**src/rtl/load_store_unit_if.sv**
```systemverilog
// load_store_unit_if: request, data-memory and writeback signals of the load/store unit
//   req_*  : EX-stage request handshake (valid/ready) with store flag, address, data, rd
//   mem_*  : data memory address, write data, write enable, read data
//   wb_*   : writeback response handshake (valid/ready) with data, rd, write flag, fault
//   slave modport is the unit itself; master modport is the surrounding pipeline/memory
interface load_store_unit_if;
  logic        req_valid;
  logic        req_ready;
  logic        req_is_store;
  logic [31:0] req_addr;
  logic [31:0] req_wdata;
  logic [4:0]  req_rd;
  logic [31:0] mem_addr;
  logic [31:0] mem_din;
  logic        mem_we;
  logic [31:0] mem_dout;
  logic        wb_valid;
  logic        wb_ready;
  logic [31:0] wb_data;
  logic [4:0]  wb_rd;
  logic        wb_reg_write;
  logic        wb_fault;
  modport slave (
    input  req_valid, req_is_store, req_addr, req_wdata, req_rd, mem_dout, wb_ready,
    output req_ready, mem_addr, mem_din, mem_we, wb_valid, wb_data, wb_rd, wb_reg_write, wb_fault
  );
  modport master (
    output req_valid, req_is_store, req_addr, req_wdata, req_rd, mem_dout, wb_ready,
    input  req_ready, mem_addr, mem_din, mem_we, wb_valid, wb_data, wb_rd, wb_reg_write, wb_fault
  );
endinterface

```
**src/rtl/load_store_unit.sv**
```systemverilog
// load_store_unit: single-outstanding load/store FSM between EX stage, data memory and writeback
//   clk, rst_n  : clock, asynchronous active-low reset
//   bus         : load_store_unit_if.slave (request, memory and writeback signals)
//   fault_count : saturating count of out-of-range requests
module load_store_unit #(
  parameter int DEPTH  = 256,
  parameter int FCNT_W = 8
) (
  input  logic              clk,
  input  logic              rst_n,
  load_store_unit_if.slave  bus,
  output logic [FCNT_W-1:0] fault_count
);
  typedef enum logic [1:0] {IDLE, READ, WRITE, RESP} state_t;
  state_t     state;
  logic [4:0] rd;
  // req_ready is a flop so it reads 0 during reset and rises on the first edge after release
  always_ff @(posedge clk or negedge rst_n) begin
    if (!rst_n) begin
      state            <= IDLE;
      rd               <= '0;
      fault_count      <= '0;
      bus.req_ready    <= 1'b0;
      bus.mem_addr     <= '0;
      bus.mem_din      <= '0;
      bus.mem_we       <= 1'b0;
      bus.wb_valid     <= 1'b0;
      bus.wb_data      <= '0;
      bus.wb_rd        <= '0;
      bus.wb_reg_write <= 1'b0;
      bus.wb_fault     <= 1'b0;
    end else begin
      case (state)
        IDLE: begin
          if (bus.req_valid && bus.req_ready) begin
            bus.req_ready <= 1'b0;
            bus.mem_addr  <= bus.req_addr;
            bus.mem_din   <= bus.req_wdata;
            rd            <= bus.req_rd;
            if (bus.req_addr >= 32'(DEPTH)) begin
              state            <= RESP;
              bus.wb_valid     <= 1'b1;
              bus.wb_fault     <= 1'b1;
              bus.wb_reg_write <= 1'b0;
              bus.wb_data      <= '0;
              bus.wb_rd        <= bus.req_rd;
              if (~&fault_count) fault_count <= fault_count + 1'b1;
            end else if (bus.req_is_store) begin
              state      <= WRITE;
              bus.mem_we <= 1'b1;
            end else begin
              state <= READ;
            end
          end else begin
            bus.req_ready <= 1'b1;
          end
        end
        WRITE: begin
          state            <= RESP;
          bus.mem_we       <= 1'b0;
          bus.wb_valid     <= 1'b1;
          bus.wb_fault     <= 1'b0;
          bus.wb_reg_write <= 1'b0;
          bus.wb_data      <= '0;
          bus.wb_rd        <= rd;
        end
        READ: begin
          state            <= RESP;
          bus.wb_valid     <= 1'b1;
          bus.wb_fault     <= 1'b0;
          bus.wb_reg_write <= rd != 5'd0;
          bus.wb_data      <= bus.mem_dout;
          bus.wb_rd        <= rd;
        end
        default: begin
          if (bus.wb_ready) begin
            state         <= IDLE;
            bus.wb_valid  <= 1'b0;
            bus.req_ready <= 1'b1;
          end
        end
      endcase
    end
  end
endmodule
```
**src/flat_wrapper.sv**
```systemverilog
// flat-port wrapper written by rule: the top's interface ports become plain ports
module load_store_unit_flat 
#(
  parameter int DEPTH  = 256,
  parameter int FCNT_W = 8
)
  (clk, rst_n, fault_count, bus_req_valid, bus_req_is_store, bus_req_addr, bus_req_wdata, bus_req_rd, bus_mem_dout, bus_wb_ready, bus_req_ready, bus_mem_addr, bus_mem_din, bus_mem_we, bus_wb_valid, bus_wb_data, bus_wb_rd, bus_wb_reg_write, bus_wb_fault);
  load_store_unit_if bus_i ();
  input  logic clk;
  input  logic rst_n;
  output logic [FCNT_W-1:0] fault_count;
  input wire logic [$bits(bus_i.req_valid)-1:0] bus_req_valid;
  input wire logic [$bits(bus_i.req_is_store)-1:0] bus_req_is_store;
  input wire logic [$bits(bus_i.req_addr)-1:0] bus_req_addr;
  input wire logic [$bits(bus_i.req_wdata)-1:0] bus_req_wdata;
  input wire logic [$bits(bus_i.req_rd)-1:0] bus_req_rd;
  input wire logic [$bits(bus_i.mem_dout)-1:0] bus_mem_dout;
  input wire logic [$bits(bus_i.wb_ready)-1:0] bus_wb_ready;
  output wire logic [$bits(bus_i.req_ready)-1:0] bus_req_ready;
  output wire logic [$bits(bus_i.mem_addr)-1:0] bus_mem_addr;
  output wire logic [$bits(bus_i.mem_din)-1:0] bus_mem_din;
  output wire logic [$bits(bus_i.mem_we)-1:0] bus_mem_we;
  output wire logic [$bits(bus_i.wb_valid)-1:0] bus_wb_valid;
  output wire logic [$bits(bus_i.wb_data)-1:0] bus_wb_data;
  output wire logic [$bits(bus_i.wb_rd)-1:0] bus_wb_rd;
  output wire logic [$bits(bus_i.wb_reg_write)-1:0] bus_wb_reg_write;
  output wire logic [$bits(bus_i.wb_fault)-1:0] bus_wb_fault;
  assign bus_i.req_valid = bus_req_valid;
  assign bus_i.req_is_store = bus_req_is_store;
  assign bus_i.req_addr = bus_req_addr;
  assign bus_i.req_wdata = bus_req_wdata;
  assign bus_i.req_rd = bus_req_rd;
  assign bus_i.mem_dout = bus_mem_dout;
  assign bus_i.wb_ready = bus_wb_ready;
  assign bus_req_ready = bus_i.req_ready;
  assign bus_mem_addr = bus_i.mem_addr;
  assign bus_mem_din = bus_i.mem_din;
  assign bus_mem_we = bus_i.mem_we;
  assign bus_wb_valid = bus_i.wb_valid;
  assign bus_wb_data = bus_i.wb_data;
  assign bus_wb_rd = bus_i.wb_rd;
  assign bus_wb_reg_write = bus_i.wb_reg_write;
  assign bus_wb_fault = bus_i.wb_fault;
  load_store_unit #(.DEPTH(DEPTH), .FCNT_W(FCNT_W)) u_core (.clk(clk), .rst_n(rst_n), .bus(bus_i), .fault_count(fault_count));
endmodule
```
**config.mk**
```make
export PLATFORM = sky130hd
export DESIGN_NAME = load_store_unit_flat
export DESIGN_NICKNAME = d
export VERILOG_FILES = /design/src/rtl/load_store_unit_if.sv /design/src/rtl/load_store_unit.sv /design/src/flat_wrapper.sv
export SDC_FILE = /design/constraint.sdc
export NUM_CORES = 1
export LEC_CHECK = 0
export CAP_MARGIN = 20
export CORE_MARGIN = 5
export CORE_UTILIZATION = 55
export DETAILED_ROUTE_END_ITERATION = 8
export DONT_BUFFER_PORTS = 1
export HOLD_SLACK_MARGIN = 0.05
export PLACE_DENSITY = 0.72
export SLEW_MARGIN = 25
export SYNTH_ARGS = -nofsm -noshare
export SYNTH_HDL_FRONTEND = slang
export SYNTH_SLANG_ARGS = --single-unit
```
**constraint.sdc**
```tcl
create_clock -name clk -period 5.7 [get_ports clk]
set_input_delay 0.855 -clock clk [delete_from_list [all_inputs] [get_ports clk]]
set_output_delay 0.855 -clock clk [all_outputs]
set_load 0.01 [all_outputs]
```
==> results of run 1 <==
Yosys cell counts:
cell and instances:
o21bai_1 1, a21oi_1 2, xor2_1 4, nor4_2 4, nand2_1 68, o32a_1 1, nand2_2 3, dfrtp_1 121
buf_6 4, clkbuf_1 12, o2bb2ai_1 1, o31ai_1 2, nand4_2 1, nand4_1 1, buf_8 1, nor2b_1 1
mux2i_1 2, or2_2 2, o21ai_0 2, and3_1 1, o21ai_2 33, o31ai_2 1, nor4_1 5, xnor2_1 3
nor3_1 5, buf_2 1, ha_1 6, inv_1 5, nor2_1 5, a211oi_1 1, nand3_1 7, or4_1 1
a221o_1 2, clkbuf_2 2, mux2_2 80
layout make-up:
class / instances / area [um2] / share of cell area
Clock buffer: 18 / 427.9 / 0.07409
Multi-Input combinational cell: 245 / 1957 / 0.3388
Inverter: 5 / 18.77 / 0.003250
Clock inverter: 13 / 170.2 / 0.02946
Sequential cell: 121 / 3028 / 0.5243
Timing Repair Buffer: 2 / 35.03 / 0.006066
Tap cell: 111 / 138.9 / 0.02405
flip-flops by register name, indices dropped and copies added, names as in the netlist:
signal and flops:
u_core.bus.mem_addr 32, u_core.bus.mem_din 32, u_core.bus.wb_data 32, u_core.fault_count 8, u_core.bus.wb_rd 5, u_core.rd 5, u_core.state 2, u_core.bus.mem_we 1
u_core.bus.req_ready 1, u_core.bus.wb_fault 1, u_core.bus.wb_reg_write 1, u_core.bus.wb_valid 1
metal layers:
layer,track usage,part of all wire,vias to the layer above
met5,0,0,-
met4,0.07678,0.016,0
met3,0.1075,0.13,14
met2,0.3204,0.50,149
met1,0.2093,0.35,1435
li1,-,-,1377
how the worst max path moves through the flow:
stage / end / slack (ps) / cells past startpoint
after floorplan: u_core.fault_count[1] / 3480 / 5
after global placement: u_core.fault_count[5] / 2920 / 6
after detailed placement: u_core.fault_count[7] / 2830 / 6
after CTS: u_core.fault_count[7] / 2820 / 6
after global routing: u_core.fault_count[5] / 2630 / 6
final: u_core.fault_count[7] / 2880 / 6
cells by family after synthesis:
logic type                 Yosys count  share of synthesized area
DFF                                121                     0.5937
and+or+nand+nor                    104                    0.09519
muxes                               82                     0.1806
AOI/OAI and AO/OA                   46                    0.07655
buffers and inverters               25                    0.02723
xor gates and xnor gates             7                    0.01202
adders and majority gates            6                    0.01472
where the power goes:
group / internal [mW] / switching (mW)
Combinational: 0.494 / 0.497
Sequential: 1.28 / 0.518
Clock: 0.679 / 0.385
==> results.md, run 1 <==
- Outcome: completed
- Post-synthesis instance area: 5100 um2
- Clock Tree Buf Depth: 2
- Top-area cell type share of the netlist area: 0.5937
- Clk slew on worst S/H paths: 60 ps
- Largest net degree at the start of global routing: 122
- Setup-failing EPs final: 0
- # diodes: 0
- GRT Util Overall: 0.1949
- Largest cells by area after synthesis: dfrtp_1, mux2_2, o21ai_2, nand2_1, ha_1
- Final Max Slew Viols: 0
- TritonCTS Buffers: 17
- WP data required: 6120 ps
- Post-CTS Hold Buffers: 1
- Slowest cell on crit path: nand3_4
- Post-route setup TNS: 0 ps
- Most frequent cells in the layout: dfrtp_1, mux2_2, nand2_1
- Die ar.: 11300 um2
- DIE WIDTH: 106.3 um
- Maxcap violations: 0
- Cell area after layout: 5776 um2
- Synth-to-Final Area Change: 13.25%
- RSZ-0062 raised after global routing: no
- Syn Inst Count: 391
- PD cells: 667.5 nW/um2
- Setup WS pre-CTS: 2831 ps
- Crit path from: u_core.state[0]
- Initial antenna violation count: 0
- GP Congestion: 0.7752
- Post-synthesis cell type count: 35
- Maximum vdd drop: 0.0003100 V
- Min Tclk post-route: 2825 ps
- Initial DRC count: 212
- Largest fanout on the critical path: 73
- Residual DRC count: 0
- Total gr overflow: 0
- Period Utilization, post-route: 0.4956
- Vias per cell: 5.777
- CTS tree: done
- FILL cells: 700
- Worst EP arrival: 3240 ps
- WL per Instance: 20.63 um
- Vias: 2975
- FMAX: 354.0 MHz
- Number of global-route vias before repair: 3293
- Worst-Margin Slew: 971.9 ps
- 1st-pass router iterations: 6
- Worst hold path type: input port to asynchronous set/reset pin
- Largest delay contributor family on the critical path: simple AND/OR/NAND/NOR gates
- Reg2Reg Launch Point: u_core.state[0]
- Initial Util: 0.5572
- Share of cells above drive strength 1: 0.3936
- Clk sinks: 121
- P_leak: 2.510 nW
- Clk_skew: 12.62 ps
- Fin. Hold Viols: 0
- Post-DRT Antenna Nets: 0
- Nets: 504
- Average instance area after synthesis: 13.04 um2
- Reg2reg end: u_core.fault_count[7]
- First-pass GRT wire length: 17120 um
- Post-synthesis sequential area ratio: 0.5937
- Biggest cell delay along the critical path: 760 ps
- CTS Root Cell: clkbuf_8
- Worst setup SP type: register
- Final WL: 10620 um
- Synthesized flop and latch total: 121
- CP Capture Type: register
- I/O pin count: 220
- CTS resizes: 0
- H-tree lvl count: 4
- Syn nets: 503
- Most common cell after layout, fill and taps aside: dfrtp_1
- Setup repair bufs after CTS: 0
- Slew HR: 0.3521
- Slack of the worst reg-to-reg path: 2880 ps
- Dpl hpwl: 7509 um
- I/O Buffers: 0
- Core ar.: 9153 um2
- Placed cell area: 5150 um2
- PnR worst setup slack: 2875 ps
- R2R cell count: 6
- Yosys top cell by area: dfrtp_1
- # rows: 35
- Final Power: 3.855 mW
- Clk Latency, worst-skew pair: 500 ps
- Crit Path Class: register to register
- Final std cells w/o fill: 515
- Yosys Warn Count: 0
- Buf+Inv Stages, Crit Path: 1
- Placed Cells incl. Taps: 483
- Die height: 106.3 um
- Final Hold Slack: 299.6 ps
- Layout Utilization: 0.6310
- CP Cell Sequence: inv_1 -> ha_1 -> nand3_4 -> or2_2 -> nor4_1 -> xor2_1
No activity file was read; power rests on OpenSTA's default activity.
==> run 2, diff against run 1 <==
clock period = 2.75 ns   (was 5.7 ns; I/O delays follow)
==> run 2 against run 1 <==
Compared with the run above:
- the flow now finishes with violations (hold timing)
- hold slack got worse by 690 ps
- sequential share of layout area fell by 6.5 points
- clock power up 94%
- largest cell class unchanged
- highest routed layer unchanged
==> results.md, run 2 (synthesized netlist as in run 1, its figures left out) <==
- Outcome: complete, but fails checks
- Failing checks: hold timing
- Vias: 3352
- Worst setup SP type: register
- Min Tclk post-route: 2027 ps
- Clk slew on worst S/H paths: 60 ps
- PD cells: 1214 nW/um2
- Number of global-route vias before repair: 3693
- Period Utilization, post-route: 0.7370
- NetSw: 2.917 mW
- Worst EP arrival: 2450 ps
- Worst hold path type: input port to asynchronous set/reset pin
- Initial Util: 0.5572
- Slew HR: 0.5729
- CP Capture Type: register
- Crit Path Class: register to register
- Switching Share: 0.3642
- Placed Cells incl. Taps: 487
- Initial antenna violation count: 0
- Final std cells w/o fill: 603
- CTS tree: done
- Total gr overflow: 0
- First-pass GRT wire length: 19330 um
- I/O pin count: 220
- FMAX: 493.4 MHz
- Core ar.: 9153 um2
- Vias per cell: 5.559
- RSZ-0062 raised after global routing: no
- Final Power: 8.008 mW
- Fin. Hold Viols: 121
- Met3 usage: 0.1032
- Met1 usage: 0.2329
- Comb pwr share: 0.273
- I/O Buffers: 0
- P_leak: 2.861 nW
- Sequential share of power: 0.470
- Clk_skew: 6.685 ps
- Pint: 5.091 mW
- Placed cell area: 5190 um2
- WP data required: 3170 ps
- Clk sinks: 121
- Layout Utilization: 0.7208
- # diodes: 0
- Synth-to-Final Area Change: 29.37%
- CTS resizes: 0
- 1st-pass router iterations: 4
- DIE WIDTH: 106.3 um
- Final Hold Slack: -391.3 ps
- H-tree lvl count: 4
- Clk Latency, worst-skew pair: 500 ps
- Nets: 591
- Final Max Slew Viols: 0
- Share of cells above drive strength 1: 0.3272
- Clock share of power: 0.257
- M2 GR Usage: 0.3747
- Post-route setup TNS: 0 ps
- Die ar.: 11300 um2
- Largest regs: u_core.bus.mem_addr x32, u_core.bus.mem_din x32, u_core.bus.wb_data x32
- Most frequent cells in the layout: dfrtp_1, dlygate4sd3_1, mux2_2
- Largest fanout on the critical path: 66
- Die height: 106.3 um
- Largest net degree at the start of global routing: 122
- Cell area after layout: 6598 um2
- WL per Instance: 20.15 um
- GRT Util Overall: 0.2171
- Post-DRT Antenna Nets: 0
- Dpl hpwl: 7673 um
- Grt peak-use layer: met2
- Worst-Margin Slew: 640.7 ps
- TritonCTS Buffers: 17
- Setup-failing EPs final: 0
- Most common cell after layout, fill and taps aside: dfrtp_1
- Initial DRC count: 171
- Maxcap violations: 0
- Final WL: 12150 um
- # rows: 35
- GP Congestion: 0.7373
- Clock Tree Buf Depth: 2
- Residual DRC count: 0
- Maximum vdd drop: 0.0006266 V
- CTS Root Cell: clkbuf_8
run 2: cell count changes in the layout (fill, tap and decap cells not counted):
cell / delta
clkbuf_8: +3
buf_12: +1
buf_4: +3
clkbuf_1: +1
clkinv_2: +2
ha_2: -1
bufinv_16: -2
dlygate4sd3_1: +84
clkinv_4: -1
inv_6: -2
buf_16: -1
ha_1: +1
run 2: worst paths after layout:
check                                 startpoint                endpoint  slack (ps)  depth (start not counted)
worst min-delay path                       rst_n   u_core.fault_count[4]        -390                          0
max in group asynchronous                  rst_n     u_core.bus.wb_fault        2940                          0
worst min register to register      u_core.rd[4]            u_core.rd[4]         520                          1
worst max register to register   u_core.state[1]   u_core.bus.wb_data[3]         720                          7
min in group clk                bus_mem_dout[18]  u_core.bus.wb_data[18]          70                          2
worst max-delay path             u_core.state[1]   u_core.bus.wb_data[3]         720                          7
run 2: worst max-delay path, cell delays in order (launching register included):
cell	delay [ps]
dfrtp_1	430
inv_1	100
ha_1	350
inv_1	160
o31ai_4	310
buf_12	340
nand2_1	130
o21ai_2	70
run 2: power groups by stage:
stage	clock [mW]	combinational, mW	sequential, mW
2_1_floorplan	0	1.87	3.51
3_3_place_gp	0	2.01	3.76
3_5_place_dp	0	2.10	3.77
4_1_cts	2.10	2.18	3.76
5_1_grt	2.20	2.43	3.87
6_report	2.06	2.19	3.76
run 2: timing repair:
action,in CTS,in global routing
buffers inserted,0,0
hold buffers,71,13
hold endpoints to repair,192,134
run 2: area by class of cell:
| type | instances | area [um2] |
|---|---|---|
| tap | 111 | 138.9 |
| clock inverter | 10 | 93.84 |
| timing repair buffer | 89 | 890.9 |
| inverter | 5 | 18.77 |
| fill | 607 | 2555 |
| sequential | 121 | 3028 |
| multi-input combinational | 245 | 1954 |
| clock buffer | 22 | 473.0 |
run 2: per-stage QoR:
stage	setup slack [ps]	hold WS (ps)
finish	723.4	-391.3
global route	548.5	-421.7
CTS	726.6	-411.6
detailed placement	739.2	120.4
global placement	786.0	119.9
floorplan	907.9	116.9
run 2: per-layer routing:
metal,vias up,share of wire
met1,1644,0.36
met4,0,0.017
met3,21,0.11
li1,1543,-
met5,-,0
met2,144,0.52
==> run 3, diff against run 2 <==
clock period = 2.1 ns   (was 2.75 ns; I/O delays follow)
==> run 3 against run 2 <==
Compared with the run above:
- the run still ends with hold timing left
- via count up 3.7%
- utilization increased by 3.2 points
- critical endpoint is now u_core.bus.wb_data[24]
- die area did not move
- fmax is 3.7% higher
- highest routed layer unchanged
- worst setup slack got worse by 580 ps
- non-clock buffer count up 21
- final cell count up 3.5%
==> results.md, run 3 (synthesized netlist as in run 1, its figures left out) <==
- Total gr overflow: 0
- Grt peak-use layer: met2
- Nets: 612
- Dpl hpwl: 7827 um
- Initial DRC count: 173
- Largest fanout on the critical path: 33
- Worst EP arrival: 2380 ps
- Worst setup SP type: register
- Clock Tree Buf Depth: 2
- Synth-to-Final Area Change: 35.16%
- Final Hold Slack: -495.7 ps
- Period Utilization, post-route: 0.9306
- CP Capture Type: register
- 1st-pass router iterations: 4
- Clk Latency, worst-skew pair: 500 ps
- WL per Instance: 19.92 um
- Setup WS pre-CTS: 113.4 ps
- Min Tclk post-route: 1954 ps
- Slew HR: 0.5946
- Worst-Margin Slew: 603.0 ps
- Post-route setup TNS: 0 ps
- Post-DRT Antenna Nets: 0
- Clk sinks: 121
- GP Congestion: 0.7799
- # rows: 35
- Final Max Slew Viols: 0
- Reg2Reg Launch Point: u_core.state[0]
- PnR worst setup slack: 145.8 ps
- H-tree lvl count: 4
- Core ar.: 9153 um2
- Most frequent cells in the layout: dfrtp_1, dlygate4sd3_1, mux2_2
- Residual DRC count: 0
- Die ar.: 11300 um2
- # diodes: 0
- Met3 usage: 0.1026
- Die height: 106.3 um
- First-pass GRT wire length: 19700 um
- Vias per cell: 5.571
- Setup-failing EPs final: 0
- Largest regs: u_core.bus.mem_addr x32, u_core.bus.mem_din x32, u_core.bus.wb_data x32
- CP Cell Sequence: inv_1 -> ha_1 -> buf_4 -> inv_1 -> o31ai_4 -> clkbuf_16 -> nand2_1 -> o21ai_2
- P_leak: 2.990 nW
- I/O Buffers: 0
- PD cells: 1598 nW/um2
- Outcome: complete, but fails checks
- DIE WIDTH: 106.3 um
- Number of global-route vias before repair: 3867
- Final WL: 12430 um
- Initial antenna violation count: 0
- Most used cell, CP: inv_1
- Failing checks: hold timing
- Worst hold path type: input port to asynchronous set/reset pin
- Vias: 3476
- Fin. Hold Viols: 121
- Post-CTS Hold Buffers: 101
- Setup repair bufs after CTS: 0
- CTS Root Cell: clkbuf_8
- Initial Util: 0.5572
- Share of cells above drive strength 1: 0.3236
- Final std cells w/o fill: 624
- Largest net degree at the start of global routing: 122
- WP data required: 2530 ps
- R2R cell count: 8
- CTS tree: done
- Crit path from: u_core.state[0]
- Biggest cell delay along the critical path: 420 ps
- Clk slew on worst S/H paths: 60 ps
- Maximum vdd drop: 0.0008395 V
- TritonCTS Buffers: 17
- Placed Cells incl. Taps: 490
- M2 GR Usage: 0.3828
- RSZ-0062 raised after global routing: no
- Met1 usage: 0.2464
- Crit Path Class: register to register
- Maxcap violations: 0
- FMAX: 511.7 MHz
- Clk_skew: 8.039 ps
- Slowest cell on crit path: dfrtp_1
- GRT Util Overall: 0.2244
- Most common cell after layout, fill and taps aside: dfrtp_1
- I/O pin count: 220
-- run 3: where the power goes --
part           internal (mW)  leakage, nW  switching, mW
Combinational           1.59         1.20           1.45
Sequential              3.48         1.50           1.44
Clock                   2.00        0.298           1.05
Total                   7.07         2.99           3.94
-- run 3: worst max-delay path: cells and delay by family, from the launching register on --
family                   cells  cell delay (ps)
AO/OA/AOI/OAI                2              430
adder cells (fa/ha/maj)      1              290
buffers and inverters        4              640
flip-flops                   1              420
AND/OR/NAND/NOR              1              100
-- run 3: area by class of cell --
| cell class | count | area [um2] |
|---|---|---|
| flip-flops and latches | 121 | 3028 |
| fillers | 553 | 2260 |
| multi-input cells | 245 | 1954 |
| repair buffers | 110 | 1121 |
| clock buffers | 19 | 441.7 |
| clock inverters | 13 | 190.2 |
| well taps | 111 | 138.9 |
| inverters | 5 | 18.77 |
-- run 3: per-stage QoR --
| step | util | power [mW] | cell area [um2] |
|---|---|---|---|
| finish | 0.7531 | 11.01 | 6893 |
| global route | 0.7531 | 11.66 | 6893 |
| detailed placement | 0.5709 | 7.730 | 5225 |
| global placement | 0.5709 | 7.573 | 5225 |
| floorplan | - | 7.040 | 5100 |
| CTS | 0.7504 | 10.98 | 6868 |
-- run 3: worst paths after layout --
kind                                          endpoint  slack [ps]
worst max-delay path            u_core.bus.wb_data[24]         150
worst min-delay path             u_core.fault_count[4]        -500
worst max register to register  u_core.bus.wb_data[24]         150
worst min register to register            u_core.rd[3]         530
max in group asynchronous       u_core.bus.wb_data[18]        2410
min in group clk                   u_core.bus.wb_rd[1]         100
-- run 3: metal layers --
metal / share of wire / wire length, um
met5: 0 / 0
met1: 0.36 / 4535
met3: 0.10 / 1279
met2: 0.51 / 6370
met4: 0.019 / 242
-- run 3: repair_timing --
| item | 4_1_cts | 5_1_grt |
|---|---|---|
| setup endpoints to repair | 0 | 15 |
| gates resized for setup | 0 | 4 |
| hold endpoints to repair | 222 | 121 |
